===== src/rtl/oam_dma_controller_pkg.sv =====
// Shared Game Boy definitions for the OAM DMA block: register address, OAM base,
// state encodings and the echo-RAM source remap helper.
package oam_dma_controller_pkg;

    localparam logic [15:0] DMA_REG_ADDR = 16'hFF46;
    localparam logic [15:0] OAM_BASE     = 16'hFE00;

    localparam logic [2:0] ST_IDLE  = 3'd0;
    localparam logic [2:0] ST_SETUP = 3'd1;
    localparam logic [2:0] ST_READ  = 3'd2;
    localparam logic [2:0] ST_WRITE = 3'd3;
    localparam logic [2:0] ST_WAIT  = 3'd4;

    typedef enum logic [2:0] {
        StIdle  = ST_IDLE,
        StSetup = ST_SETUP,
        StRead  = ST_READ,
        StWrite = ST_WRITE,
        StWait  = ST_WAIT
    } dma_state_e;

    // E0..FF alias C0..DF (echo RAM).
    function automatic logic [7:0] echo_remap(input logic [7:0] src);
        return (src >= 8'hE0) ? (src - 8'h20) : src;
    endfunction

endpackage


===== src/rtl/oam_dma_controller_strobe_edge.sv =====
// Registered rising-edge detect of a multi-clock write strobe; emits a one-clock pulse.
// Reusable by any I/O register controller that triggers on a CPU write.
module oam_dma_controller_strobe_edge (
    input  logic clock,
    input  logic reset,
    input  logic level_i,
    output logic pulse_o
);

    logic level_q, level_d;

    always_comb begin
        level_d = level_i;
    end

    // On reset, arm with the current level so a strobe held through reset never fires.
    always_ff @(posedge clock) begin
        if (reset) begin
            level_q <= level_i;
        end else begin
            level_q <= level_d;
        end
    end

    assign pulse_o = level_i & ~level_q;

endmodule


===== src/rtl/oam_dma_controller.sv =====
// Game Boy OAM DMA sequencer: a CPU write to FF46 copies LENGTH bytes from {src,00} to OAM.
// Optional echo-RAM source remap is enabled by defining OAM_DMA_ECHO_REMAP_EN.
module oam_dma_controller
    import oam_dma_controller_pkg::*;
#(
    parameter int unsigned LENGTH          = 160,
    parameter int unsigned CYCLES_PER_BYTE = 4,
    parameter logic [15:0] DEST_BASE       = OAM_BASE
) (
    input  logic        clock,
    input  logic        reset,
    input  logic        cs,
    input  logic        rd_n,
    input  logic        wr_n,
    input  logic [7:0]  Di,
    output logic [7:0]  Do,
    output logic [15:0] A_dma,
    input  logic [7:0]  Di_dma,
    output logic [7:0]  Do_dma,
    output logic        rd_dma_n,
    output logic        wr_dma_n,
    output logic        dma_active
);

    localparam int unsigned CntW = (CYCLES_PER_BYTE > 2) ? $clog2(CYCLES_PER_BYTE) : 1;
    localparam logic [CntW-1:0] SetupLast = CntW'(CYCLES_PER_BYTE - 1);
    localparam logic [CntW-1:0] WaitLast  = CntW'(CYCLES_PER_BYTE - 3);
    localparam logic [7:0]      LastIdx   = 8'(LENGTH - 1);

    dma_state_e      state_q, state_d;
    logic [CntW-1:0] cnt_q, cnt_d;
    logic [7:0]      index_q, index_d;
    logic [7:0]      src_q, src_d;
    logic            active_q, active_d;
    logic [15:0]     addr_q, addr_d;
    logic [7:0]      do_dma_q, do_dma_d;
    logic            rd_n_q, rd_n_d;
    logic            wr_n_q, wr_n_d;
    logic            start;
    logic            byte_done;
    logic [7:0]      src_eff;

    // The CPU read strobe has no effect: FF46 readback is purely combinational.
    logic unused_rd_n;
    assign unused_rd_n = rd_n;

    oam_dma_controller_strobe_edge u_strobe_edge (
        .clock   (clock),
        .reset   (reset),
        .level_i (cs & ~wr_n),
        .pulse_o (start)
    );

    always_comb begin
`ifdef OAM_DMA_ECHO_REMAP_EN
        src_eff = echo_remap(src_q);
`else
        src_eff = src_q;
`endif
    end

    always_comb begin
        state_d   = state_q;
        cnt_d     = cnt_q;
        index_d   = index_q;
        src_d     = src_q;
        active_d  = active_q;
        byte_done = 1'b0;

        if (start) begin
            // Also a restart from any busy state: in-flight cycle is abandoned.
            src_d    = Di;
            state_d  = StSetup;
            cnt_d    = '0;
            index_d  = '0;
            active_d = 1'b1;
        end else begin
            unique case (state_q)
                StIdle: ;
                StSetup: begin
                    if (cnt_q == SetupLast) begin
                        state_d = StRead;
                        cnt_d   = '0;
                    end else begin
                        cnt_d = cnt_q + 1'b1;
                    end
                end
                StRead: state_d = StWrite;
                StWrite: begin
                    if (CYCLES_PER_BYTE == 2) begin
                        byte_done = 1'b1;
                    end else begin
                        state_d = StWait;
                        cnt_d   = '0;
                    end
                end
                StWait: begin
                    if (cnt_q == WaitLast) begin
                        byte_done = 1'b1;
                    end else begin
                        cnt_d = cnt_q + 1'b1;
                    end
                end
                default: state_d = StIdle;
            endcase

            if (byte_done) begin
                if (index_q == LastIdx) begin
                    state_d  = StIdle;
                    active_d = 1'b0;
                end else begin
                    index_d = index_q + 8'd1;
                    state_d = StRead;
                end
            end
        end

        // Bus outputs are registered from the next state so they line up with it.
        rd_n_d = (state_d != StRead);
        wr_n_d = (state_d != StWrite);
        addr_d = addr_q;
        if (state_d == StRead) begin
            addr_d = {src_eff, index_d};
        end else if (state_d == StWrite) begin
            addr_d = DEST_BASE + {8'h00, index_d};
        end
        do_dma_d = (state_q == StRead) ? Di_dma : do_dma_q;
    end

    always_ff @(posedge clock) begin
        if (reset) begin
            state_q  <= StIdle;
            cnt_q    <= '0;
            index_q  <= '0;
            src_q    <= 8'hFF;
            active_q <= 1'b0;
            addr_q   <= '0;
            do_dma_q <= '0;
            rd_n_q   <= 1'b1;
            wr_n_q   <= 1'b1;
        end else begin
            state_q  <= state_d;
            cnt_q    <= cnt_d;
            index_q  <= index_d;
            src_q    <= src_d;
            active_q <= active_d;
            addr_q   <= addr_d;
            do_dma_q <= do_dma_d;
            rd_n_q   <= rd_n_d;
            wr_n_q   <= wr_n_d;
        end
    end

    assign Do         = src_q;
    assign A_dma      = addr_q;
    assign Do_dma     = do_dma_q;
    assign rd_dma_n   = rd_n_q;
    assign wr_dma_n   = wr_n_q;
    assign dma_active = active_q;

endmodule


===== config.mk =====
export PLATFORM = sky130hd
export DESIGN_NAME = oam_dma_controller
export DESIGN_NICKNAME = d
export VERILOG_FILES = /design/src/rtl/oam_dma_controller_pkg.sv /design/src/rtl/oam_dma_controller_strobe_edge.sv /design/src/rtl/oam_dma_controller.sv
export SDC_FILE = /design/constraint.sdc
export NUM_CORES = 1
export LEC_CHECK = 0
export BUFFER_PORTS_ARGS = -buffer_cell sky130_fd_sc_hd__buf_2
export CAP_MARGIN = 20
export CORE_MARGIN = 2
export CORE_UTILIZATION = 40
export CTS_CLUSTER_SIZE = 10
export DETAILED_ROUTE_END_ITERATION = 8
export PLACE_DENSITY = 0.62
export RECOVER_POWER = 25
export SLEW_MARGIN = 20
export SYNTH_ARGS = -nofsm -noshare
export SYNTH_HDL_FRONTEND = slang
export SYNTH_SLANG_ARGS = --single-unit
export TNS_END_PERCENT = 20

===== constraint.sdc =====
create_clock -name clock -period 2.6 [get_ports clock]
set_clock_uncertainty 0.2 [all_clocks]
set_input_delay 0.26 -clock clock [delete_from_list [all_inputs] [get_ports clock]]
set_output_delay 0.26 -clock clock [all_outputs]
set_load 0.01 [all_outputs]

==> flow_summary_export.csv <==
group,metric,value,unit
floorplan,start_util,41.4,%
drt,drt-pass1-iter-count,4,
floorplan,core-area,5070,sq um
synth,synth-main-ff-cell,"dfxtp_1",
layout,fillers,489,
layout,final_cell_area,2710,sq um
timing,finalCritPeriodShare,88.7,%
cts,htree_levels,2,
place,placed_area,2480,sq um
place,hpwl,3.14,mm
place,port_buffers,54,
pwr,switchingPower,0.309,mW
layout,final_cells,359,
timing,setup_tns,0,ps
synth,synth-seq-area-share,46.7,%
drt,drt-total-wl,4.60,mm
pwr,clkPwrFrac,38.3,%
critical_path,start_kind,"register",
pwr,internal-power,1.14,mW
layout,syn_to_final_growth,28.8,%
critical_path,worst_ep_arrival_time,2320,ps
run_status,outcome,"finished, final reports clean",
layout,antenna_cells,0,
layout,seqCellArea,981,sq um
floorplan,dieHeight,76.5,um
synth,netlist.area_leader.share,46.7,%
critical_path,reg2reg_slack,290,ps
grt,overflow,0,
place,dp_cells,337,
synth,synth_area_leaders,"dfxtp_1, nor2_1, mux2i_1",
drt,drt_iter0_markers,97,
layout,layout_commonest_cell,"dfxtp_1",
drt,ant_nets,0,
synth,yosys_warnings,0,
layout,final_cell_mix,"dfxtp_1, nor2_1, buf_2",
grt,track_usage,16.1,%
critical_path,required,2620,ps
synth,synth_edf_count,0,
synth,avgSynthCellArea,9.82,sq um
grt,grt_pass1_vias,1699,
grt,antenna_found_initial,0,
pwr,p_sw_share,21.4,%
min_path,hold_class,"in2reg",
critical_path,crit_fanout,11,
cts,clk_path_buf_depth,2,
synth,syn_inst,214,
timing,max_freq,0.434,GHz
layout,layout.nets,312,
synth,ys_seq_elements,49,
flow_run,drv_cap,0,
synth,netlist_area,2100,sq um
layout,final_layout_size_suffix_gt1_share,24.9,%
grt,grt_start_max_net_pins,31,
drt,post-route-drc-count,0,
synth,yosysUniqueCellTypes,44,
drt,vias_per_cell,4.94,
cts,cts_made_buffers,5,
cts,cts_sinks,49,
synth,yosysTopAreaCell,"dfxtp_1",
drt,route.vias.total,1774,
timing,rsz0062_at_grt,"no",
timing,period_minus_slack,2310,ps
timing,hold_slack,9.86,ps
timing,slew_violations,0,
cts,insertion_delay,290,ps
cts,cts_tree,"built",
critical_path,endpoint_kind,"register",
pwr,p_total,1.45,mW
timing,setup_viol,0,
pwr,seqPwrFrac,53.4,%
pwr,p_comb_share,8.3,%
synth,syn_nets,238,
layout,multi_input_area,1030,sq um
cts,clkTransAtPathRegs,90,ps
pwr,vdd_drop_max,0.282,mV
drt,avgRoutedWirePerCell,12.8,um
cts,ctsRootBufferMaster,"clkbuf_8",
floorplan,rows,26,
pwr,powerDensity,534,nW/um^2
timing,relSlewSlack,66.4,%
grt,grt_pass1_wl,7.70,mm
place,place_congestion,0.788,
timing,worstMarginPinSlew,502,ps
cts,post_cts_buffers,0,
timing,finalHoldViolCount,0,
synth,async_flop_share,0,%
floorplan,die_area,5850,sq um
floorplan,die_x,76.5,um
floorplan,pin_count,56,
pwr,p_leak,1.05,nW
critical_path,critPathKind,"reg2reg",
==> critical path, stage by stage (launching register included) <==
cell and delay (ps):
dfxtp_1 350, inv_1 60, ha_1 230, and4bb_2 370, a311oi_2 80, nor3_4 420
buf_4 250, nor2_1 60, a211oi_2 200
==> flip-flops by register name, indices dropped and copies added (netlist names) <==
signal	flops
A_dma	16
Do	8
Do_dma	8
cnt_q	2
dma_active	1
index_q	8
rd_dma_n	1
state_q	3
u_strobe_edge.level_q	1
wr_dma_n	1
==> stage by stage <==
| step | util, % | setup WS (ps) |
|---|---|---|
| 5_1_grt | 53.4 | 156 |
| 2_1_floorplan | - | 674 |
| 3_5_place_dp | 48.8 | 318 |
| 4_1_cts | 53.9 | 274 |
| 3_3_place_gp | 48.8 | 372 |
| 6_report | 53.4 | 295 |
==> what timing repair did <==
item,4_1_cts,5_1_grt
hold buffers,14,0
resized for setup,0,0
endpoints found under the setup margin,0,0
endpoints found under the hold margin,13,0
==> power by group through the flow <==
stage	logic, mW	registers, mW	clock network (mW)
after global routing	0.133	0.775	0.603
after floorplan	0.0576	0.794	0
after CTS	0.122	0.773	0.577
final	0.120	0.773	0.554
after global placement	0.103	0.790	0
after detailed placement	0.104	0.790	0
==> layer usage <==
layer / wire length [um] / track usage [%]
met3: 209 / 4.50
met2: 2200 / 26.5
met1: 2150 / 20.4
met4: 34 / 5.45
met5: 0 / 0
==> path summary, 6_finish.rpt <==
kind	start	end	cells past startpoint
max	cnt_q[1]$_SDFFE_PP0P_	A_dma[14]$_SDFFE_PP0P_	8
min	Di_dma[3]	Do_dma[3]$_SDFFE_PP0P_	3
max reg2reg	cnt_q[1]$_SDFFE_PP0P_	A_dma[14]$_SDFFE_PP0P_	8
min reg2reg	A_dma[7]$_SDFFE_PP0P_	A_dma[7]$_SDFFE_PP0P_	2
==> cells by family after synthesis <==
logic type | after synthesis | share of synthesized area, %
adder cells (fa/ha/maj) | 3 | 1.79
XOR/XNOR | 3 | 1.25
flip-flops | 49 | 46.7
AND/OR/NAND/NOR | 81 | 21.5
AO/OA/AOI/OAI | 50 | 19.4
buffers and inverters | 18 | 4.58
multiplexers | 10 | 4.76
==> area by class of cell <==
| type | count | area share (%) |
|---|---|---|
| Multi-Input combinational cell | 147 | 38.0 |
| Sequential cell | 49 | 36.2 |
| Timing Repair Buffer | 80 | 17.5 |
| Tap cell | 70 | 3.23 |
| Clock buffer | 7 | 3.19 |
| Clock inverter | 1 | 1.11 |
| Inverter | 5 | 0.693 |
==> cells in the mapped netlist (5+ instances only) <==
cell type and instances:
nor2_1 33, dfxtp_1 49, inv_1 5, a211oi_1 8
a211oi_2 7, a211o_1 8, a21oi_1 11, mux2i_1 10
nor2b_1 9, nand2_1 5, nor3_1 5
No activity file was read; power rests on OpenSTA's default activity.
